### config.mk
export PLATFORM = sky130hd
export DESIGN_NAME = llr_join_arbiter
export DESIGN_NICKNAME = d
export VERILOG_FILES = /design/src/rtl/pfifo_pkg.sv /design/src/rtl/llr_quota_cnt.sv /design/src/rtl/llr_join_arbiter.sv
export SDC_FILE = /design/constraint.sdc
export NUM_CORES = 1
export LEC_CHECK = 0
export ABC_CLOCK_PERIOD_IN_PS = 5700
export CAP_MARGIN = 20
export CORE_AREA = 5 5 132 134
export CTS_CLUSTER_DIAMETER = 60
export DETAILED_ROUTE_END_ITERATION = 6
export DIE_AREA = 0 0 137 139
export DONT_BUFFER_PORTS = 1
export HOLD_SLACK_MARGIN = 0.02
export SYNTH_ARGS = -nofsm -noshare
export SYNTH_HDL_FRONTEND = slang
export SYNTH_SLANG_ARGS = --single-unit
### constraint.sdc
create_clock -name i_core_clk -period 5.7 [get_ports i_core_clk]
set_input_delay 1.14 -clock i_core_clk [delete_from_list [all_inputs] [get_ports i_core_clk]]
set_output_delay 1.14 -clock i_core_clk [all_outputs]
set_load 0.05 [all_outputs]
### src/rtl/pfifo_pkg.sv
// rtl/pfifo_pkg.sv - shared LLR packing FIFO constants and join FSM state type
package pfifo_pkg;
  localparam int LLR_W          = 6;
  localparam int BEAT_LLR_MAX   = 16;
  localparam int BEAT_W         = LLR_W * BEAT_LLR_MAX;
  localparam int FIFO_DEPTH_LLR = 48;
  localparam int QUOTA_W        = 16;
  localparam int AMT_W          = $clog2(BEAT_LLR_MAX);

  typedef enum logic [1:0] {
    IDLE = 2'd0,
    RUN  = 2'd1,
    DONE = 2'd2
  } join_state_t;
endpackage

### src/rtl/llr_quota_cnt.sv
// rtl/llr_quota_cnt.sv - per-requester remaining-LLR counter with overrun clipping
module llr_quota_cnt
  import pfifo_pkg::*;
(
  input  logic               i_core_clk,
  input  logic               i_rx_rstn,
  input  logic               i_load,
  input  logic [QUOTA_W-1:0] i_load_val,
  input  logic               i_dec,
  input  logic [AMT_W-1:0]   i_amount,
  output logic               o_zero,
  output logic               o_zero_next,
  output logic               o_overrun,
  output logic [AMT_W-1:0]   o_amount
);
  logic [QUOTA_W-1:0] r_rem;
  logic [QUOTA_W-1:0] w_need;
  logic [QUOTA_W-1:0] w_sub;
  logic [QUOTA_W-1:0] w_next;
  logic               w_overrun;

  assign w_need    = QUOTA_W'(i_amount) + QUOTA_W'(1);
  assign w_overrun = w_need > r_rem;
  assign w_sub     = w_overrun ? '0 : r_rem - w_need;

  always_comb begin
    w_next = r_rem;
    if (i_load)
      w_next = i_load_val;
    else if (i_dec)
      w_next = w_sub;
  end

  always_ff @(posedge i_core_clk or negedge i_rx_rstn) begin
    if (!i_rx_rstn)
      r_rem <= '0;
    else
      r_rem <= w_next;
  end

  assign o_zero      = (r_rem == '0);
  assign o_zero_next = (w_next == '0);
  assign o_overrun   = w_overrun;
  // An overrunning beat is clipped to whatever quota is left; never granted at zero.
  assign o_amount    = w_overrun ? AMT_W'(r_rem - QUOTA_W'(1)) : i_amount;
endmodule

### src/rtl/llr_join_arbiter.sv
// rtl/llr_join_arbiter.sv - round-robin join of two LLR requesters into the packing FIFO
module llr_join_arbiter
  import pfifo_pkg::*;
(
  input  logic               i_core_clk,
  input  logic               i_rx_rstn,
  input  logic               i_start,
  input  logic [QUOTA_W-1:0] i_quota0,
  input  logic [QUOTA_W-1:0] i_quota1,
  input  logic               rq0_valid,
  input  logic [AMT_W-1:0]   rq0_amount,
  input  logic [BEAT_W-1:0]  rq0_data,
  output logic               rq0_ready,
  input  logic               rq1_valid,
  input  logic [AMT_W-1:0]   rq1_amount,
  input  logic [BEAT_W-1:0]  rq1_data,
  output logic               rq1_ready,
  output logic               o_join_enable,
  output logic [AMT_W-1:0]   o_join_amount,
  output logic [BEAT_W-1:0]  o_join_data,
  input  logic               i_join_permit,
  output logic               o_busy,
  output logic               o_done,
  output logic               o_err
);
  join_state_t      r_state;
  logic             r_busy;
  logic             r_done;
  logic             r_err;
  logic             r_last;
  logic             r_lock;
  logic             r_lock_id;

  logic             w_load;
  logic             w_zero0, w_zero1;
  logic             w_zero_next0, w_zero_next1;
  logic             w_ovr0, w_ovr1;
  logic [AMT_W-1:0] w_amt0, w_amt1;
  logic             w_elig0, w_elig1;
  logic             w_gnt_any;
  logic             w_gnt_id;
  logic             w_xfer;

  assign w_load  = (r_state == IDLE) && i_start;
  assign w_elig0 = (r_state == RUN) && rq0_valid && !w_zero0;
  assign w_elig1 = (r_state == RUN) && rq1_valid && !w_zero1;

  llr_quota_cnt u_cnt0 (
    .i_core_clk  (i_core_clk),
    .i_rx_rstn   (i_rx_rstn),
    .i_load      (w_load),
    .i_load_val  (i_quota0),
    .i_dec       (rq0_ready),
    .i_amount    (rq0_amount),
    .o_zero      (w_zero0),
    .o_zero_next (w_zero_next0),
    .o_overrun   (w_ovr0),
    .o_amount    (w_amt0)
  );

  llr_quota_cnt u_cnt1 (
    .i_core_clk  (i_core_clk),
    .i_rx_rstn   (i_rx_rstn),
    .i_load      (w_load),
    .i_load_val  (i_quota1),
    .i_dec       (rq1_ready),
    .i_amount    (rq1_amount),
    .o_zero      (w_zero1),
    .o_zero_next (w_zero_next1),
    .o_overrun   (w_ovr1),
    .o_amount    (w_amt1)
  );

  // Permit is deliberately absent here: the FIFO derives it from o_join_amount.
  always_comb begin
    w_gnt_any = 1'b0;
    w_gnt_id  = 1'b0;
    if (r_lock && (r_lock_id ? w_elig1 : w_elig0)) begin
      w_gnt_any = 1'b1;
      w_gnt_id  = r_lock_id;
    end else if (w_elig0 && w_elig1) begin
      w_gnt_any = 1'b1;
      w_gnt_id  = ~r_last;
    end else if (w_elig0 || w_elig1) begin
      w_gnt_any = 1'b1;
      w_gnt_id  = w_elig1;
    end
  end

  assign w_xfer        = w_gnt_any && i_join_permit;
  assign rq0_ready     = w_xfer && !w_gnt_id;
  assign rq1_ready     = w_xfer && w_gnt_id;
  assign o_join_enable = w_gnt_any;
  assign o_join_amount = !w_gnt_any ? '0 : (w_gnt_id ? w_amt1 : w_amt0);
  assign o_join_data   = !w_gnt_any ? '0 : (w_gnt_id ? rq1_data : rq0_data);
  assign o_busy        = r_busy;
  assign o_done        = r_done;
  assign o_err         = r_err;

  always_ff @(posedge i_core_clk or negedge i_rx_rstn) begin
    if (!i_rx_rstn) begin
      r_state   <= IDLE;
      r_busy    <= 1'b0;
      r_done    <= 1'b0;
      r_err     <= 1'b0;
      r_last    <= 1'b1;
      r_lock    <= 1'b0;
      r_lock_id <= 1'b0;
    end else begin
      // A stalled grant stays locked; a dropped valid simply re-arbitrates.
      r_lock <= w_gnt_any && !i_join_permit;
      if (w_gnt_any)
        r_lock_id <= w_gnt_id;
      if (w_xfer)
        r_last <= w_gnt_id;
      if (w_xfer && (w_gnt_id ? w_ovr1 : w_ovr0))
        r_err <= 1'b1;
      case (r_state)
        IDLE: begin
          if (i_start) begin
            r_state <= RUN;
            r_busy  <= 1'b1;
            r_err   <= 1'b0;
          end
        end
        RUN: begin
          if (w_zero_next0 && w_zero_next1) begin
            r_state <= DONE;
            r_done  <= 1'b1;
          end
        end
        DONE: begin
          r_state <= IDLE;
          r_busy  <= 1'b0;
          r_done  <= 1'b0;
        end
        default: begin
          r_state <= IDLE;
          r_busy  <= 1'b0;
          r_done  <= 1'b0;
        end
      endcase
    end
  end
endmodule

# Yosys cells after proc, flatten, opt, wreduce, memory -nomap -nowiden

Cells that the tools add are included.

$add $sub $neg: 6
Magnitude comparators: 2
Equality and inequality tests: 3
Mux-type cells: 30
Bitwise logic cells: 3
Reduce and logical (&&, ||, !) cells: 26

Operators by type and width:

| kind                  | number |
|---|---|
| $mux W96              | 2 |
| $mux W16              | 6 |
| $logic_not A16 Y1     | 4 |
| $gt A5 B16 Y1         | 2 |
| $sub A16 B5 Y16       | 2 |
| $mux W4               | 4 |
| $logic_and A1 B1 Y1   | 13 |
| $mux W1               | 13 |
| $add A4 B1 Y5 const B | 2 |
| $sub A4 B1 Y4 const B | 2 |
| $reduce_and A2 Y1     | 3 |
| $logic_not A1 Y1      | 4 |
| $mux W2               | 2 |
| $pmux W1 S2           | 2 |
| $pmux W2 S2           | 1 |
| $not A1 Y1            | 3 |
| $eq A2 B1 Y1 const B  | 1 |
| $logic_not A2 Y1      | 1 |
| $ne A2 B1 Y1 const B  | 1 |
| $ne A2 B2 Y1 const B  | 1 |
| $logic_or A1 B1 Y1    | 1 |

Register bits after elaboration: 40
Bits of input ports: 238
Logic and storage cells: 79

# Longest topological paths before layout

Word-level depth: 15
Gate-level depth with buffers: 13

# By module

Synthesis repeated with hierarchy kept, for this count alone.

Cell total of the unflattened synthesis: 672
Area, all modules: 5122.4 µm²

By module, submodules not included:

| module           | instances | cells an instance | area an instance (µm²) | sequential area each (µm²) |
|---|---|---|---|---|
| llr_quota_cnt    | 2         | 157               | 1416.4                 | 400.4 |
| llr_join_arbiter | 1         | 358               | 2289.7                 | 201.4 |

# Worst setup path before layout

OpenSTA, ideal clock, no wires.

Path kind: input-to-output
From: input rq1_amount[0]
To: output o_join_amount[1]
Arrival: 3.759 ns
Data required time: 4.560 ns
Setup slack: 0.801 ns
Stages on the path: 9
Path buffers: 1
Path through: ha_1 > xnor2_1 > ha_1 > nor2b_1 > o311a_1 > nor4_4 > clkbuf_1 > o211ai_1 > a21oi_1

Word-level cells in the longest chain between the ends: 5

Ends and longest elaborated chain:

| element              | line                   | text |
|---|---|---|
| start: declaration   | llr_join_arbiter.sv:15 | `input logic [AMT_W-1:0] rq1_amount,` |
| $add A4 B1 Y5        | llr_quota_cnt.sv:22    | `assign w_need = QUOTA_W'(i_amount) + QUOTA_W'(1);` |
| $gt A5 B16 Y1        | llr_quota_cnt.sv:23    | `assign w_overrun = w_need > r_rem;` |
| $mux W4              | llr_quota_cnt.sv:45    | `assign o_amount = w_overrun ? AMT_W'(r_rem - QUOTA_W'(1)) : i_amount;` |
| $mux W4 (2 in a row) | llr_join_arbiter.sv:94 | `assign o_join_amount = !w_gnt_any ? '0 : (w_gnt_id ? w_amt1 : w_amt0);` |
| end: declaration     | llr_join_arbiter.sv:19 | `output logic [AMT_W-1:0] o_join_amount,` |

No other way between the ends.

# Worst setup path after layout

From: register u_cnt0.r_rem[14]
To: output o_join_data[66]

Word-level cells in the longest chain between the ends: 9
Elaborated cells on any way between the ends: 15

Ends and longest elaborated chain:

| element                  | line                   | text |
|---|---|---|
| start: declaration       | llr_quota_cnt.sv:16    | `logic [QUOTA_W-1:0] r_rem;` |
| start signal: assignment | llr_quota_cnt.sv:38    | `r_rem <= w_next;` |
| $logic_not A16 Y1 *      | llr_quota_cnt.sv:41    | `assign o_zero = (r_rem == '0);` |
| $logic_not A1 Y1 *       | llr_join_arbiter.sv:45 | `assign w_elig0 = (r_state == RUN) && rq0_valid && !w_zero0;` |
| $logic_and A1 B1 Y1 *    | llr_join_arbiter.sv:45 |  |
| $logic_or A1 B1 Y1       | llr_join_arbiter.sv:84 | `end else if (w_elig0 \|\| w_elig1) begin` |
| $mux W1                  | llr_join_arbiter.sv:84 |  |
| $mux W1                  | llr_join_arbiter.sv:81 | `end else if (w_elig0 && w_elig1) begin` |
| $mux W1                  | llr_join_arbiter.sv:78 | `if (r_lock && (r_lock_id ? w_elig1 : w_elig0)) begin` |
| $mux W96                 | llr_join_arbiter.sv:95 | `assign o_join_data = !w_gnt_any ? '0 : (w_gnt_id ? rq1_data : rq0_data);` |
| $mux W96 *               | llr_join_arbiter.sv:95 |  |
| end: declaration         | llr_join_arbiter.sv:20 | `output logic [BEAT_W-1:0] o_join_data,` |

Every way passes the cells marked *; elsewhere a longest branch is shown, timed or not.

==> metrics <==
status completed; Die H 139 um; synthesized net count 979; vias in the first global route 5384; clock buffer count from CTS 5; routed len/inst 23.00 um; Die W 137 um; area growth from synthesis to layout 18.83%; reg2reg setup slack 1.46 ns; first-pass GRT wire length 32770 um; Top FF cell, synth dfrtp_1; Gate Count Post-Synth 724; post-synthesis instance area 4631 um2; clock sink total 40; Syn. warnings 0; clock buffer depth 2; Netlist cell types 64; GRT Util Overall 0.2218; Initial DRC Count 498; HP Start r_last$_DFFE_PN1P_; Worst R2R End o_done$_DFFE_PN0P_; Final setup viols 0; relative slew slack 0.3829; worst-case reg-to-reg path depth 9; leading area contributor after synthesis dfrtp_1; part of the cycle the worst path needs 0.8404; Remaining DRCs 0; crit path max fanout 32; die area 19040 um2; detailed-router iteration count before antenna repair 6; CP required 4.56 ns; Clk pin slew, worst setup/hold paths 0.06 ns; Clock Root Buffer clkbuf_16; most frequent cells in the layout nand2_1, a21oi_1, buf_4; crit path DAT 3.65 ns; Routed WL 22560 um; unrepaired setup endpoints after global routing no; max-cap viol count 0; # fillers 1768; vias per inst 5.692; worst hold path class reg2reg; reg2reg start u_cnt0.r_rem[14]$_DFF_PN0_; PortBufs 0; Simple-Gate Fraction of Synth Area 0.4115; routed wl met3 2707 um; crit path max-delay cell type nor4_1; leakage power 2.421 nW; routed vias 5584; VDD IR max 0.2195 mV; routed wl met2 10250 um; slowest stage delay, CP 0.76 ns; core box area 16170 um2; starting density of the core 0.2863; Worst-Margin Slew 0.9235 ns; register bit count reported by yosys 40; Worst-Skew Late Latency 0.28 ns; H-tree depth 2; synth top area cells dfrtp_1, nand2_1, a21oi_1; XOR/XNOR Fraction of Synth Area 0.04728; main combinational cell family by area after synthesis simple AND/OR/NAND/NOR gates; minimum clock period 4.790 ns; # IOs 344; initial antenna violation count 8; Met1 Wirelength 9300 um; asr flop ratio synth 1.000; TNS Setup 0 ns; hold_buf cts 0; total power 0.002243 W; multi-input logic area 3415 um2; Max Clock Skew 0.004303 ns; proportion of netlist area held by the largest area contributor 0.2108; GPL Wtd Cong 0.9119; Setup Fix Bufs, Post-CTS 0; Achievable Freq 208.8 MHz; critical path type reg2out; post-synthesis mux area share 0.002162; Hold EP r_last$_DFFE_PN1P_; Compound-Gate Fraction of Synth Area 0.2216; Power Density 407.5 nW/um2; final hold violations 0; Seq. cell area 1002 um2; DP HPWL 18360 um; Top Layer Used met5; CTS tree done; Critical Path Source Type flip-flop; CTS resizes 0; most common cell after layout, fill and taps aside nand2_1; CP cell instances nor4_1, nand4_2, a211oi_4, buf_4, nand2_1, nand2_1; NumNets Final 1014; Post-DRT Antenna Nets 0; remaining global-route overflow 0; share of cells above drive strength 1 0.1329; WHS Path Cells 2; nature of the critical path endpoint primary output; Adder-Cell Fraction of Synth Area 0.04918; most frequent CP cell nand2_1; Syn Area/Cell 6.396 um2; # rows 47; number of flops mapped to enable cells by yosys 0; register area share after synthesis 0.2164; Slew Limit Fails 0; largest net degree at the start of global routing 68
[worst max-delay path by stage]
stage	start	endpoint	slack [ns]	depth (start not counted)
2_1_floorplan	rq1_amount[0]	o_join_amount[1]	0.80	9
3_3_place_gp	rq1_amount[0]	o_join_amount[0]	1.09	12
3_5_place_dp	rq1_amount[0]	o_join_amount[0]	1.06	12
4_1_cts	u_cnt1.r_rem[1]$_DFF_PN0_	o_join_data[27]	0.95	9
5_1_grt	rq0_amount[0]	o_join_amount[1]	0.72	10
6_report	u_cnt0.r_rem[14]$_DFF_PN0_	o_join_data[66]	0.91	6
[per-stage QoR]
step	hold WS (ns)	std cells	utilization	cell area (um2)	worst slack, ns
2_1_floorplan	0.4580	724	-	4631	0.8007
3_3_place_gp	0.4702	972	0.3297	5333	1.091
3_5_place_dp	0.4743	972	0.3297	5333	1.057
4_1_cts	0.4835	980	0.3401	5500	0.9498
5_1_grt	0.5223	981	0.3403	5503	0.7247
6_report	0.4810	981	0.3403	5503	0.9096
[critical path: cells and delay by family, from the launching register on]
family / cells / cell delay [ns]
AO/OA/AOI/OAI: 1 / 0.71
buffers and inverters: 1 / 0.42
flip-flops: 1 / 0.42
AND/OR/NAND/NOR: 4 / 1.80
[report_power, final]
group / total [W] / internal [W] / leakage (nW) / switching, W
sequential: 0.000569 / 0.000401 / 0.486 / 0.000168
clock: 0.000326 / 0.000206 / 0.0798 / 0.000120
combinational: 0.00135 / 0.000459 / 1.86 / 0.000890
[state kept, by name, indices dropped and copies added (netlist names)]
register and cells:
o_err 1, o_busy 1, r_lock 1, r_last 1, r_state 2, o_done 1
u_cnt1.r_rem 16, r_lock_id 1, u_cnt0.r_rem 16
[cells by family (layout without fill, tap and decap cells)]
logic type,count (synthesis),in the layout
fa+ha+maj,17,17
buf+inv,62,98
xor+xnor,25,25
simple gates,411,411
mux,1,1
compound gates,168,168
flops,40,40
other cells,0,1
[layout make-up]
type,instances,share of cell area
clock buffers,5,0.02274
flip-flops and latches,40,0.1821
clock inverters,3,0.007731
repair buffers,74,0.1055
inverters,16,0.01091
multi-input cells,622,0.6205
diodes,1,0.0004548
well taps,220,0.05002
[layer usage]
metal  global-route usage  up-vias
met4              0.02784       14
met5                    0        -
li1                     -     2604
met3              0.08890       32
met2               0.3486      324
met1               0.2952     2610
[synth_stat cells (5+ instances only)]
cell and n:
buf_1 5, nand2_1 228, xor2_1 12, a31oi_1 6, xnor2_1 13, nor2b_1 6
a21oi_1 85, dfrtp_1 39, a211oi_1 9, nand3_1 44, o21ai_0 27, ha_1 15
inv_1 15, or3_1 8, nor3_1 20, nor2_1 47, o211ai_1 7, or4_1 7
o31ai_1 5, nand4_1 6, clkbuf_1 40, nand2b_1 5, nor4_1 10
(Power assumes the default switching activity.)
